<file path="src/rtl/gram_pkg.sv">
// Shared GRAM geometry and arbiter state encoding for the text-mode display.
// Both the arbiter and the VGA scanout import these constants.
package gram_pkg;

  localparam int unsigned SCREEN_COLS = 80;
  localparam int unsigned SCREEN_ROWS = 30;
  localparam int unsigned ADDR_WIDTH  = 12;
  localparam int unsigned DATA_WIDTH  = 7;
  localparam int unsigned CELL_COUNT  = SCREEN_COLS * SCREEN_ROWS;

  localparam logic [DATA_WIDTH-1:0] FILL_CHAR = 7'h20;

  typedef enum logic [1:0] {
    StIdle,
    StDrain,
    StClear
  } gram_state_e;

endpackage

</file>
<file path="src/rtl/gram_write_fifo.sv">
// Synchronous FIFO holding queued host character writes as {address, data}.
// Depth must be a power of two so the pointers wrap naturally.
module gram_write_fifo #(
  parameter int unsigned Width = 19,
  parameter int unsigned Depth = 4
) (
  input  logic                     clk_i,
  input  logic                     rst_i,
  input  logic                     push_i,
  input  logic [Width-1:0]         wdata_i,
  input  logic                     pop_i,
  output logic [Width-1:0]         rdata_o,
  output logic                     full_o,
  output logic                     empty_o,
  output logic [$clog2(Depth):0]   count_o
);

  localparam int unsigned PtrWidth = $clog2(Depth);
  localparam int unsigned CntWidth = PtrWidth + 1;
  localparam logic [CntWidth-1:0] DepthCnt = CntWidth'(Depth);

  logic [Width-1:0]    mem_q [Depth];
  logic [PtrWidth-1:0] wr_ptr_q, wr_ptr_d;
  logic [PtrWidth-1:0] rd_ptr_q, rd_ptr_d;
  logic [CntWidth-1:0] count_q, count_d;
  logic                do_push, do_pop;

  assign full_o  = (count_q == DepthCnt);
  assign empty_o = (count_q == '0);
  assign count_o = count_q;
  assign rdata_o = mem_q[rd_ptr_q];

  assign do_push = push_i && !full_o;
  assign do_pop  = pop_i && !empty_o;

  always_comb begin
    wr_ptr_d = wr_ptr_q;
    rd_ptr_d = rd_ptr_q;
    count_d  = count_q + CntWidth'(do_push) - CntWidth'(do_pop);
    if (do_push) wr_ptr_d = wr_ptr_q + PtrWidth'(1);
    if (do_pop)  rd_ptr_d = rd_ptr_q + PtrWidth'(1);
  end

  always_ff @(posedge clk_i or posedge rst_i) begin
    if (rst_i) begin
      wr_ptr_q <= '0;
      rd_ptr_q <= '0;
      count_q  <= '0;
    end else begin
      wr_ptr_q <= wr_ptr_d;
      rd_ptr_q <= rd_ptr_d;
      count_q  <= count_d;
    end
  end

  // Storage needs no reset: occupancy is tracked by count_q.
  always_ff @(posedge clk_i) begin
    if (do_push) mem_q[wr_ptr_q] <= wdata_i;
  end

endmodule

</file>
<file path="src/rtl/gram_arbiter.sv">
// Single-port GRAM arbiter: scanout owns the RAM in the visible area; queued host
// writes and full-screen clears are issued only during blanking.
module gram_arbiter
  import gram_pkg::*;
#(
  parameter int unsigned          AddrWidth = ADDR_WIDTH,
  parameter int unsigned          DataWidth = DATA_WIDTH,
  parameter int unsigned          CellCount = CELL_COUNT,
  parameter int unsigned          FifoDepth = 4,
  parameter logic [DataWidth-1:0] FillChar  = FILL_CHAR
) (
  input  logic                 clk_i,
  input  logic                 rst_i,
  input  logic                 wr_valid_i,
  output logic                 wr_ready_o,
  input  logic [AddrWidth-1:0] wr_address_i,
  input  logic [DataWidth-1:0] wr_data_i,
  input  logic                 clear_req_i,
  output logic                 busy_o,
  input  logic                 video_active_i,
  input  logic [AddrWidth-1:0] scan_address_i,
  output logic [AddrWidth-1:0] gram_address_o,
  output logic [DataWidth-1:0] gram_data_o,
  output logic                 gram_we_o
);

  localparam int unsigned CntWidth = $clog2(FifoDepth) + 1;
  localparam logic [AddrWidth-1:0] LastCell = AddrWidth'(CellCount - 1);

  gram_state_e          state_q, state_d;
  logic                 clear_pending_q, clear_pending_d;
  logic [AddrWidth-1:0] clear_addr_q, clear_addr_d;

  logic                 fifo_push, fifo_pop, fifo_full, fifo_empty;
  logic [AddrWidth-1:0] head_addr;
  logic [DataWidth-1:0] head_data;
  logic [CntWidth-1:0]  fifo_count;
  logic [CntWidth-1:0]  fifo_count_next;
  logic                 queue_nonempty_d;

  gram_write_fifo #(
    .Width (AddrWidth + DataWidth),
    .Depth (FifoDepth)
  ) u_write_fifo (
    .clk_i   (clk_i),
    .rst_i   (rst_i),
    .push_i  (fifo_push),
    .wdata_i ({wr_address_i, wr_data_i}),
    .pop_i   (fifo_pop),
    .rdata_o ({head_addr, head_data}),
    .full_o  (fifo_full),
    .empty_o (fifo_empty),
    .count_o (fifo_count)
  );

  assign wr_ready_o = !fifo_full && !clear_pending_q && (state_q != StClear);
  assign fifo_push  = wr_valid_i && wr_ready_o;
  assign busy_o     = clear_pending_q || (state_q == StClear) || !fifo_empty;

  assign fifo_count_next  = fifo_count + CntWidth'(fifo_push) - CntWidth'(fifo_pop);
  assign queue_nonempty_d = (fifo_count_next != '0);

  always_ff @(posedge clk_i or posedge rst_i) begin
    if (rst_i) begin
      state_q         <= StIdle;
      clear_pending_q <= 1'b0;
      clear_addr_q    <= '0;
    end else begin
      state_q         <= state_d;
      clear_pending_q <= clear_pending_d;
      clear_addr_q    <= clear_addr_d;
    end
  end

  always_comb begin
    state_d         = state_q;
    clear_pending_d = clear_pending_q;
    clear_addr_d    = clear_addr_q;
    case (state_q)
      StClear: begin
        // The sweep only advances in blanking; clear_req is ignored here.
        if (!video_active_i) begin
          if (clear_addr_q == LastCell) begin
            clear_addr_d = '0;
            state_d      = queue_nonempty_d ? StDrain : StIdle;
          end else begin
            clear_addr_d = clear_addr_q + AddrWidth'(1);
          end
        end
      end
      StIdle, StDrain: begin
        if (clear_pending_q && fifo_empty) begin
          state_d         = StClear;
          clear_addr_d    = '0;
          clear_pending_d = 1'b0;
        end else begin
          if (clear_req_i) clear_pending_d = 1'b1;
          state_d = queue_nonempty_d ? StDrain : StIdle;
        end
      end
      default: state_d = StIdle;
    endcase
  end

  always_comb begin
    gram_address_o = scan_address_i;
    gram_data_o    = head_data;
    gram_we_o      = 1'b0;
    fifo_pop       = 1'b0;
    if (!video_active_i) begin
      if (state_q == StClear) begin
        gram_address_o = clear_addr_q;
        gram_data_o    = FillChar;
        gram_we_o      = 1'b1;
      end else if (!fifo_empty) begin
        // Out-of-range entries still pop, but never reach the RAM.
        gram_address_o = head_addr;
        gram_data_o    = head_data;
        gram_we_o      = (head_addr <= LastCell);
        fifo_pop       = 1'b1;
      end
    end
  end

endmodule

</file>
<file path="config.mk">
export PLATFORM = sky130hd
export DESIGN_NAME = gram_arbiter
export DESIGN_NICKNAME = d
export VERILOG_FILES = /design/src/rtl/gram_pkg.sv /design/src/rtl/gram_write_fifo.sv /design/src/rtl/gram_arbiter.sv
export SDC_FILE = /design/constraint.sdc
export NUM_CORES = 1
export LEC_CHECK = 0
export ABC_AREA = 1
export CAP_MARGIN = 0
export CELL_PAD_IN_SITES_DETAIL_PLACEMENT = 0
export CELL_PAD_IN_SITES_GLOBAL_PLACEMENT = 1
export CORE_MARGIN = 5
export CORE_UTILIZATION = 30
export DETAILED_ROUTE_END_ITERATION = 7
export GPL_TIMING_DRIVEN = 0
export PLACE_DENSITY_LB_ADDON = 0.1
export SYNTH_ARGS = -nofsm -noshare
export SYNTH_HDL_FRONTEND = slang
export SYNTH_HIERARCHICAL = 1
export SYNTH_SLANG_ARGS = --single-unit
export TNS_END_PERCENT = 1
</file>
<file path="constraint.sdc">
create_clock -name clk_i -period 6.2 [get_ports clk_i]
set_clock_uncertainty 0.05 [all_clocks]
set_input_delay 1.55 -clock clk_i [delete_from_list [all_inputs] [get_ports clk_i]]
set_output_delay 1.55 -clock clk_i [all_outputs]
set_load 0.01 [all_outputs]
</file>
==> results of run 1 <==
cells by family (layout without fill, tap and decap cells):
family	count (synthesis)	after routing	synth area share
AOI/OAI and AO/OA	59	59	0.0723
xor gates and xnor gates	3	3	0.00685
adders and majority gates	11	11	0.0309
buffers and inverters	96	173	0.0908
DFF	98	98	0.574
and+or+nand+nor	251	251	0.225
flip-flops by register name, summed over array words and instances, names as in the netlist:
signal                 cells
clear_pending_q            1
u_write_fifo/mem_q        76
u_write_fifo/rd_ptr_q      2
state_q                    2
clear_addr_q              12
u_write_fifo/count_o       3
u_write_fifo/wr_ptr_q      2
through the flow:
stage / utilization / hold WS [ns] / setup slack (ns) / std cells
after floorplan: - / 0.391 / 2.42 / 518
after global placement: 0.361 / 0.412 / 1.06 / 791
after detailed placement: 0.366 / 0.414 / 1.06 / 795
after CTS: 0.383 / 0.430 / 1.05 / 811
after global routing: 0.383 / 0.442 / 0.989 / 811
final: 0.383 / 0.428 / 1.11 / 811
final timing paths:
| path | from | to | slack, ns |
|---|---|---|---|
| max | video_active_i | gram_address_o[9] | 1.11 |
| min | u_write_fifo/rd_ptr_q[1]$_DFFE_PP0P_ | u_write_fifo/rd_ptr_q[1]$_DFFE_PP0P_ | 0.43 |
| max reg2reg | u_write_fifo/count_o[1]$_DFF_PP0_ | u_write_fifo/count_o[2]$_DFF_PP0_ | 3.50 |
| min reg2reg | u_write_fifo/rd_ptr_q[1]$_DFFE_PP0P_ | u_write_fifo/rd_ptr_q[1]$_DFFE_PP0P_ | 0.43 |
| max in group asynchronous | rst_i | clear_addr_q[0]$_DFFE_PP0P_ | 4.11 |
| min in group asynchronous | rst_i | u_write_fifo/count_o[1]$_DFF_PP0_ | 1.44 |
worst register-to-register path: stages (launching register included):
cell and delay [ns]:
dfrtp_1 0.43, nor2_1 0.08, nand2_1 0.13, inv_1 0.05, nor3_1 0.24, and2_1 0.26
nand2_1 0.23, ha_1 0.35, inv_1 0.04, ha_1 0.19, fa_1 0.37, nand3b_1 0.16
nand2_1 0.06
cell usage after synthesis:
cell type | count | area share
nand2_1 | 132 | 0.10
edfxtp_1 | 76 | 0.46
inv_1 | 71 | 0.054
nor2_1 | 62 | 0.047
o21ai_0 | 31 | 0.031
nand3_1 | 23 | 0.023
dfrtp_1 | 22 | 0.11
nand2_2 | 13 | 0.016
o21ai_2 | 10 | 0.018
ha_1 | 9 | 0.023
o211ai_1 | 9 | 0.014
a21oi_1 | 6 | 0.0061
buf_2 | 6 | 0.0061
nand4_1 | 6 | 0.0076
inv_2 | 4 | 0.0030
nor3_1 | 4 | 0.0041
buf_4 | 3 | 0.0046
buf_6 | 3 | 0.0068
clkbuf_1 | 3 | 0.0023
nand2_4 | 3 | 0.0068
buf_12 | 2 | 0.0081
fa_1 | 2 | 0.0081
nand3_4 | 2 | 0.0071
nand3b_1 | 2 | 0.0030
o21ai_1 | 2 | 0.0020
a31oi_1 | 1 | 0.0013
and2_1 | 1 | 0.0013
buf_8 | 1 | 0.0030
clkbuf_2 | 1 | 0.0010
clkinv_1 | 1 | 0.00076
clkinv_2 | 1 | 0.0010
nand3_2 | 1 | 0.0020
nor2_4 | 1 | 0.0023
nor3_4 | 1 | 0.0033
xnor2_1 | 1 | 0.0018
xor2_1 | 1 | 0.0018
xor2_2 | 1 | 0.0033
final cells by class:
cell class,instances,area share
Clock inverter,7,0.00796
Sequential cell,98,0.462
Multi-Input combinational cell,324,0.271
Tap cell,216,0.0441
Inverter,77,0.0473
Clock buffer,9,0.0367
Buffer,19,0.0257
Timing Repair Buffer,61,0.105
layout by cell type, fill, tap and decap left out, types with 6 or more instances in the layout:
cell             synthesis  layout
o21ai_2                 10      10
inv_1                   71      71
clkdlybuf4s50_1          0      57
buf_2                    6       6
o211ai_1                 9       9
a21oi_1                  6       6
nand2_1                132     132
edfxtp_1                76      76
nand2_2                 13      13
nor2_1                  62      58
clkbuf_16                0       9
dfrtp_1                 22      22
nand4_1                  6       6
ha_1                     9       9
nand3_1                 23      23
o21ai_0                 31      31
layer usage:
metal | up-vias | GRT usage | routed length (um)
met1 | 1678 | 0.172 | 5830
met2 | 57 | 0.228 | 5970
met3 | 12 | 0.0203 | 393
li1 | 1826 | - | -
met5 | - | 0 | 0
met4 | 0 | 0.0452 | 165
power by group:
part | switching (mW) | internal, mW
Clock | 0.253 | 0.275
Combinational | 0.0825 | 0.0745
Sequential | 0.0248 | 0.726
Total | 0.361 | 1.07
==> results_dict.tcl, run 1 <==
set metrics [dict create \
    maxCapViolCount 0 \
    arrival_ns 3.49 \
    max_stage_delay_ns 0.57 \
    vias 3573 \
    clock_latency_ns 0.34 \
    grt_max_degree 18 \
    post_cts_buffers 0 \
    die_x_um 138 \
    synth.yosys.seq_area_share 0.574 \
    rows 46 \
    crit_type "in -> out" \
    n_antenna_cell 0 \
    syn_nets 565 \
    io_buffers 57 \
    maxSlewViolCount 0 \
    synthCells 518 \
    fin_setup_tns_ns 0 \
    tightest_slew_ns 0.698 \
    start_kind "input port" \
    synth.lib_cells_used.distinct 37 \
    ff_latch_area_sq_mm 0.00283 \
    viasPerCell 4.41 \
    powerDensity_mw_per_mm2 234 \
    fmax_mhz 197 \
    finish.net_count 637 \
    grt_pass1_vias 3684 \
    ioPinCount 58 \
    path_cells "clkdlybuf4s50_1 -> inv_2 -> nand3_4 -> buf_2 -> o211ai_1 -> clkdlybuf4s50_1" \
    area_growth_pct 24.3 \
    hold_viol 0 \
    ys_ff_latch 98 \
    cp.depth 6 \
    drt-total-wl_mm 12.4 \
    dr.pass1.iters 5 \
    drt_iter0_drc 168 \
    crit_family "buffers and inverters" \
    fillers 1670 \
    peakVddDrop_mv 0.122 \
    grt_overflow_total 0 \
    die_area_sq_mm 0.0191 \
    antenna_found_initial 0 \
    period_share 0.820 \
    dp_hpwl_mm 8.95 \
    crit_path_top_delay_cell "clkdlybuf4s50_1" \
    crit_top_cell "clkdlybuf4s50_1" \
    cp-end-kind "primary output" \
    syn_area_per_cell_sq_um 9.52 \
    htreeDepth 3 \
    final_cell_area_sq_mm 0.00613 \
    worst-path-buf-inv 4 \
    final.min_clock_period_ns 5.09 \
    holdPathStages 2 \
    cp_data_required_time_ns 4.60 \
    hp-class "reg -> reg" \
    cts-resized-gates 0 \
    outcome "finished clean" \
    cts-root-buf "clkbuf_16" \
    r2r_cells 12 \
    finalPower_mw 1.44 \
    rsz0062_at_grt "no" \
    cts_sinks 98 \
    yosysWarnings 6 \
    relSlewSlack 0.534 \
    coreArea_sq_mm 0.0160 \
    place_area_sq_mm 0.00586 \
    grt_pass1_wl_mm 19.9 \
    multi_input_comb_area_sq_mm 0.00166 \
    gp_congestion 0.774 \
    setup_viol 0 \
    netlist_area_sq_mm 0.00493 \
    track_usage 0.133 \
    cts-buffers-inserted 9 \
    p_leak_nw 2.60 \
    drc 0 \
    start_util 0.308 \
    clk_pin_slew_worst_paths_ns 0.07 \
    cts_tree "yes" \
    ant_nets 0 \
    drive_gt1_frac 0.128 \
    die_h_um 138 \
    hold_buffers 0 \
    routedWlPerCell_um 15.2 \
    cp_max_fo 10 \
    clk_path_buf_depth 2 \
]
Note: power is estimated with default switching activity, not from simulation.
==> inputs of run 2 (changes only) <==
clock period = 4.47 ns   (was 6.2 ns; I/O delays follow)
==> results of run 2 <==
Same layout as run 1 (identical final DEF). Status: finished clean.
Among the figures that moved: setup slack after placement 1.06 ns -> 0.198 ns; setup slack after layout 1.11 ns -> 0.248 ns; register-to-register setup slack 3.50 ns -> 1.77 ns; total power 1.44 mW -> 1.99 mW; worst IR drop on VDD 0.122 mV -> 0.169 mV
==> inputs of run 3 (changes only) <==
PLACE_DENSITY = 0.69   (was not set)
PLACE_DENSITY_LB_ADDON = not set   (was 0.1)
==> results_dict.tcl, run 3 (synthesis results as in run 1) <==
set metrics [dict create \
    final_cell_mix "nand2_1 (132), edfxtp_1 (76), inv_1 (71)" \
    drc 0 \
    grt_overflow_total 0 \
    clk_path_buf_depth 2 \
    drt_iter0_drc 237 \
    hold_viol 0 \
    grt_max_degree 19 \
    cp_max_fo 10 \
    fmax_mhz 237 \
    cts-buffers-inserted 9 \
    holdPathStages 2 \
    fin_setup_tns_ns 0 \
    viasPerCell 4.47 \
    dr.pass1.iters 5 \
    hp-class "reg -> reg" \
    pre_cts_slack_ns 0.222 \
    rows 46 \
    track_usage 0.130 \
    dp_hpwl_mm 8.78 \
    crit_type "in -> out" \
    p_leak_nw 2.64 \
    vias 3627 \
    htreeDepth 3 \
    grt_pass1_vias 3659 \
    grt_pass1_wl_mm 19.7 \
    cts_tree "yes" \
    ioPinCount 58 \
    routedWlPerCell_um 14.8 \
    arrival_ns 3.05 \
    die_h_um 138 \
    area_growth_pct 26.3 \
    ant_nets 0 \
    die_x_um 138 \
    start_util 0.308 \
    outcome "finished clean" \
    peakVddDrop_mv 0.217 \
    clk_pin_slew_worst_paths_ns 0.07 \
    io_buffers 57 \
    rsz0062_at_grt "no" \
    tightest_slew_ns 0.655 \
    antenna_found_initial 0 \
    drt-total-wl_mm 12.0 \
    die_area_sq_mm 0.0191 \
    start_kind "input port" \
    cp-end-kind "primary output" \
    largest_register "u_write_fifo/mem_q" \
    final_common_cell "nand2_1" \
    drive_gt1_frac 0.129 \
    cts-resized-gates 0 \
    hold_buffers 0 \
    r2r_cells 12 \
    setup_viol 0 \
    whs_ns 0.452 \
    finish.net_count 637 \
    relSlewSlack 0.563 \
    cp_data_required_time_ns 3.30 \
    clock_latency_ns 0.34 \
    finalPower_mw 2.12 \
    powerDensity_mw_per_mm2 340 \
    cts-root-buf "clkbuf_16" \
    final.min_clock_period_ns 4.22 \
    ff_latch_area_sq_mm 0.00283 \
    multi_input_comb_area_sq_mm 0.00166 \
    gp_congestion 0.793 \
    largest_register_ffs 76 \
    maxCapViolCount 0 \
    worst_slack_ns 0.248 \
    fillers 1609 \
    period_share 0.945 \
    maxSlewViolCount 0 \
    cts_sinks 98 \
    coreArea_sq_mm 0.0160 \
    post_cts_buffers 0 \
    n_antenna_cell 0 \
]
-- run 3: metal layers --
layer  part of all wire  track usage  wire, um  up-vias
met5                  0            0         0        -
met4              0.016       0.0400       191        0
met3              0.046       0.0300       556       15
li1                   -            -         -     1821
met1               0.46        0.172      5530     1704
met2               0.48        0.214      5730       87
-- run 3: critical path: stages --
cell and delay [ns]:
clkdlybuf4s50_1 0.53, inv_2 0.17, nand3_4 0.16, buf_2 0.26
o211ai_1 0.23, clkdlybuf4s50_1 0.57
-- run 3: final timing paths --
check | startpoint | endpoint | slack, ns
setup / recovery | video_active_i | gram_address_o[9] | 0.25
hold / removal | u_write_fifo/rd_ptr_q[1]$_DFFE_PP0P_ | u_write_fifo/rd_ptr_q[1]$_DFFE_PP0P_ | 0.45
setup reg to reg | u_write_fifo/count_o[1]$_DFF_PP0_ | u_write_fifo/count_o[2]$_DFF_PP0_ | 1.76
hold reg to reg | u_write_fifo/rd_ptr_q[1]$_DFFE_PP0P_ | u_write_fifo/rd_ptr_q[1]$_DFFE_PP0P_ | 0.45
max in group asynchronous | rst_i | clear_addr_q[4]$_DFFE_PP0P_ | 2.76
min in group asynchronous | rst_i | u_write_fifo/wr_ptr_q[1]$_DFFE_PP0P_ | 1.04
-- run 3: through the flow --
stage	cells	area [sq um]	util
floorplan	518	4930	-
global placement	791	5770	0.361
detailed placement	795	5890	0.368
CTS	811	6230	0.389
global route	811	6230	0.389
finish	811	6230	0.389
-- run 3: final cells by class --
| cell class | count | area share |
|---|---|---|
| clock inverter | 7 | 0.0177 |
| inverter | 77 | 0.0466 |
| buffer | 19 | 0.0253 |
| clock buffer | 9 | 0.0362 |
| sequential | 98 | 0.455 |
| multi-input combinational | 324 | 0.267 |
| timing repair buffer | 61 | 0.109 |
| tap | 216 | 0.0434 |
-- run 3: power by group --
part / total [mW] / internal, mW / switching, mW
registers: 1.04 / 1.01 / 0.0339
clock network: 0.860 / 0.503 / 0.357
logic: 0.217 / 0.103 / 0.114
total: 2.12 / 1.61 / 0.504
